File: config.mk
export PLATFORM = sky130hd
export DESIGN_NAME = branch_comp_flat
export DESIGN_NICKNAME = d
export VERILOG_FILES = /design/src/rtl/branch_comp_if.sv /design/src/rtl/branch_comp.sv /design/src/flat_wrapper.sv
export SDC_FILE = /design/constraint.sdc
export NUM_CORES = 1
export LEC_CHECK = 0
export CAP_MARGIN = 20
export CORE_MARGIN = 5
export CORE_UTILIZATION = 31
export CTS_CLUSTER_DIAMETER = 100
export DETAILED_ROUTE_END_ITERATION = 8
export PLACE_DENSITY = 0.78
export SKIP_LAST_GASP = 1
export SLEW_MARGIN = 20
export SYNTH_ARGS = -nofsm -noshare
export SYNTH_HDL_FRONTEND = slang
export SYNTH_SLANG_ARGS = --single-unit
File: constraint.sdc
create_clock -name clk -period 2.45 [get_ports clk]
set_input_delay 0.49 -clock clk [delete_from_list [all_inputs] [get_ports clk]]
set_output_delay 0.49 -clock clk [all_outputs]
set_load 0.02 [all_outputs]
File: src/rtl/branch_comp_if.sv
// Operand/decision bundle between the execute stage and the branch comparator.
// taken_cnt exists only when BRANCH_COMP_STATS_EN is defined.
interface branch_comp_if #(
  parameter int XLEN = 32
);
  logic [XLEN-1:0] op1;
  logic [XLEN-1:0] op2;
  logic [2:0]      funct3;
  logic            branch;
  logic            branch_q;
  logic            illegal;
`ifdef BRANCH_COMP_STATS_EN
  logic [31:0]     taken_cnt;
`endif

  modport master (
    output op1, op2, funct3,
    input  branch, branch_q, illegal
`ifdef BRANCH_COMP_STATS_EN
    , input taken_cnt
`endif
  );

  modport slave (
    input  op1, op2, funct3,
    output branch, branch_q, illegal
`ifdef BRANCH_COMP_STATS_EN
    , output taken_cnt
`endif
  );
endinterface

File: src/rtl/branch_comp.sv
// RV32I branch comparator: branch/illegal combinational (0 cycles), branch_q 1 cycle; no backpressure.
// Optional taken-branch counter enabled by BRANCH_COMP_STATS_EN.
module branch_comp #(
  parameter int XLEN = 32
) (
  input  logic           clk,
  input  logic           rst,
  branch_comp_if.slave   bus
);

  logic branch;
  logic illegal;

  // Encodings 010/011 are reserved: never taken, flagged for trace.
  always_comb begin
    branch  = 1'b0;
    illegal = 1'b0;
    case (bus.funct3)
      3'b000:  branch = (bus.op1 == bus.op2);
      3'b001:  branch = (bus.op1 != bus.op2);
      3'b100:  branch = ($signed(bus.op1) <  $signed(bus.op2));
      3'b101:  branch = ($signed(bus.op1) >= $signed(bus.op2));
      3'b110:  branch = (bus.op1 <  bus.op2);
      3'b111:  branch = (bus.op1 >= bus.op2);
      default: illegal = 1'b1;
    endcase
  end

  assign bus.branch  = branch;
  assign bus.illegal = illegal;

  always_ff @(posedge clk or posedge rst) begin
    if (rst) begin
      bus.branch_q <= 1'b0;
    end else begin
      bus.branch_q <= branch;
    end
  end

`ifdef BRANCH_COMP_STATS_EN
  always_ff @(posedge clk or posedge rst) begin
    if (rst) begin
      bus.taken_cnt <= 32'd0;
    end else if (branch && !illegal) begin
      bus.taken_cnt <= bus.taken_cnt + 32'd1;
    end
  end
`endif

endmodule

File: src/flat_wrapper.sv
// flat-port wrapper written by rule: the top's interface ports become plain ports
module branch_comp_flat 
#(
  parameter int XLEN = 32
)
  (clk, rst, bus_op1, bus_op2, bus_funct3, bus_branch, bus_branch_q, bus_illegal);
  branch_comp_if #(.XLEN(XLEN)) bus_i ();
  input  logic clk;
  input  logic rst;
  input wire logic [$bits(bus_i.op1)-1:0] bus_op1;
  input wire logic [$bits(bus_i.op2)-1:0] bus_op2;
  input wire logic [$bits(bus_i.funct3)-1:0] bus_funct3;
  output wire logic [$bits(bus_i.branch)-1:0] bus_branch;
  output wire logic [$bits(bus_i.branch_q)-1:0] bus_branch_q;
  output wire logic [$bits(bus_i.illegal)-1:0] bus_illegal;
  assign bus_i.op1 = bus_op1;
  assign bus_i.op2 = bus_op2;
  assign bus_i.funct3 = bus_funct3;
  assign bus_branch = bus_i.branch;
  assign bus_branch_q = bus_i.branch_q;
  assign bus_illegal = bus_i.illegal;
  branch_comp #(.XLEN(XLEN)) u_core (.clk(clk), .rst(rst), .bus(bus_i));
endmodule
==> out/qor.yml <==
outcome:
  run_status: "complete, but fails checks"
  violations: "negative setup slack"
global_route:
  grt_pass1_wl_mm: 5.80
  grt_pass1_vias: 1384
  grt-ovfl-total: 0
  antenna_found_initial: 0
  gr-usage-all-layers: 0.165
  grt_max_degree: 6
timing:
  rsz0062_at_grt: "true"
  period_minus_slack_ns: 2.84
  fin_crit_sh: 1.16
  max_slew.worst_pin.slew_ns: 0.327
  clock.fmax_ghz: 0.352
  final_hold_viol_count: 0
  setup_slack_ns: -0.388
  slew_viol_final: 0
  fin_hold_ws_ns: 0.637
  setup_viol: 1
  setup_tns_ns: -0.388
  relSlewSlack: 0.780
route:
  first_iter_violations: 23
  wl_per_cell_um: 15.3
  num_vias: 1294
  ant_nets: 0
  dr.pass1.iters: 4
  drc_errors: 0
  post_drt_via_cell_ratio: 5.18
  routed_wl_mm: 3.82
setup_path:
  crit_arrival_ns: 2.35
  required_ns: 1.96
  cp-end-kind: "primary output"
  path_class: "primary input to primary output"
  cp_max_fo: 2
  start_kind: "primary input"
yosys:
  synth.avg_cell_area_sq_um: 7.32
  syn_nets: 232
  yosysTopAreaCell: "ha_1"
  netlist_area_sq_um: 958
  ys_warn_count: 0
  seq_area_frac_synth: 0.0261
  async_flop_share: 1.00
  yosysUniqueCellTypes: 27
  netlist_instances: 131
  ys_seq_elements: 1
  synth-edff-count: 0
  synthTopCellsByArea: "ha_1 (42%), inv_1 (13%), a21oi_1 (7.3%), nand4_1 (4.6%), nand3_1 (3.7%)"
  ys.flop_type: "dfrtp_1"
  netlist.area_leader.share: 0.418
power:
  total_power_w: 0.000360
  ir_worst_vdd_v: 0.0000653
  power_density_nw_per_um2: 175
  power.leakage_nw: 0.956
place:
  gp_congestion: 0.712
  port_buffers: 71
  post-dp-hpwl_mm: 2.79
  dp_slack_ns: -1.26
cells_and_area:
  drive_above_1_share: 0.687
  largest_reg_flops: 1
  regMostFlops: "u_core.bus.branch_q"
  antennaDiodeCount: 0
  nNetsFinal: 320
  syn_to_final_growth_pct: 114
  final_core_util: 0.684
  multi_input_area_sq_um: 1260
  nFillCells: 251
  seq_area_sq_um: 25.0
  reg.largest.list: "u_core.bus.branch_q (1)"
floorplan:
  die_area_sq_um: 4300
  die_w_um: 65.6
  core_sq_um: 3000
  row_count: 20
  die_height_um: 65.6
  io_pins: 72
  initial_core_util: 0.319
min_path:
  min_path_type: "primary input to async pin"
run:
  max_cap_viol_count: 0
cts:
  path_clk_slew_ns: 0
[worst paths after layout]
check | startpoint | end | slack, ns | depth (start not counted)
setup / recovery | bus_op1[8] | bus_branch | -0.39 | 10
hold / removal | rst | u_core.bus.branch_q$_DFF_PP0_ | 0.64 | 2
max in group asynchronous | rst | u_core.bus.branch_q$_DFF_PP0_ | 1.72 | 2
min in group clk | bus_op1[31] | u_core.bus.branch_q$_DFF_PP0_ | 1.15 | 6
[cells in the final DEF (no fill, tap or decap), types with 4 or more instances in the layout]
| cell type | netlist | routed |
|---|---|---|
| nand4_1 | 7 | 7 |
| clkdlybuf4s15_1 | 0 | 6 |
| inv_1 | 34 | 4 |
| nor2_1 | 4 | 4 |
| clkdlybuf4s50_1 | 0 | 6 |
| buf_4 | 0 | 16 |
| a21oi_1 | 14 | 10 |
| a21oi_2 | 0 | 4 |
| buf_2 | 0 | 12 |
| buf_6 | 0 | 9 |
| nand2_1 | 5 | 5 |
| nand3_1 | 7 | 5 |
| clkbuf_2 | 0 | 36 |
| ha_4 | 0 | 30 |
| inv_2 | 0 | 29 |
[where the power goes]
group	total (W)	switching, W	internal, W
clock network	0	0	0
logic	0.000340	0.000156	0.000184
registers	0.0000195	0.000000466	0.0000190
[timing repair]
item,CTS,global route
buffers inserted,4,6
hold buffers,0,0
resized for setup,186,88
pin swaps,45,36
setup endpoints to repair,2,1
[cell usage after synthesis (2+ instances only)]
master and n:
nand2_1 5, ha_1 32, nand4_1 7, nor2_1 4, o21ai_0 3, nand3_1 7
inv_1 34, a21boi_0 2, nor4_1 2, o311a_1 2, nor2b_1 2, a21o_1 2
and3_1 2, a21oi_1 14
[metrics by stage]
stage	area [sq um]	std cells
global route	2050	250
floorplan	1070	131
finish	2050	250
CTS	2090	244
global placement	1870	241
detailed placement	1870	241
[per-layer routing]
metal | global-route usage | share of wire | up-vias
met3 | 0.0137 | 0.063 | 10
met5 | 0 | 0 | -
met1 | 0.174 | 0.37 | 592
met4 | 0.0259 | 0.021 | 0
li1 | - | - | 642
met2 | 0.349 | 0.54 | 50
[area by class of cell]
cell class | instances | area share
Sequential cell | 1 | 0.0122
Timing Repair Buffer | 86 | 0.287
Inverter | 34 | 0.0658
Tap cell | 33 | 0.0201
Multi-Input combinational cell | 96 | 0.614
[critical path: stages]
cell	delay [ns]
dlygate4sd2_1	0.26
ha_4	0.26
nand4_1	0.16
nor4_4	0.32
buf_4	0.20
a211oi_4	0.07
a311oi_2	0.25
a211o_2	0.16
nor3_4	0.04
buf_6	0.14
[kinds of logic after synthesis]
family                   count (synthesis)  synth area share
buffers and inverters                   34             0.133
AND/OR/NAND/NOR                         34             0.223
adder cells (fa/ha/maj)                 32             0.418
AO/OA/AOI/OAI                           30             0.200
flip-flops                               1            0.0261
No activity file was read; power rests on OpenSTA's default activity.
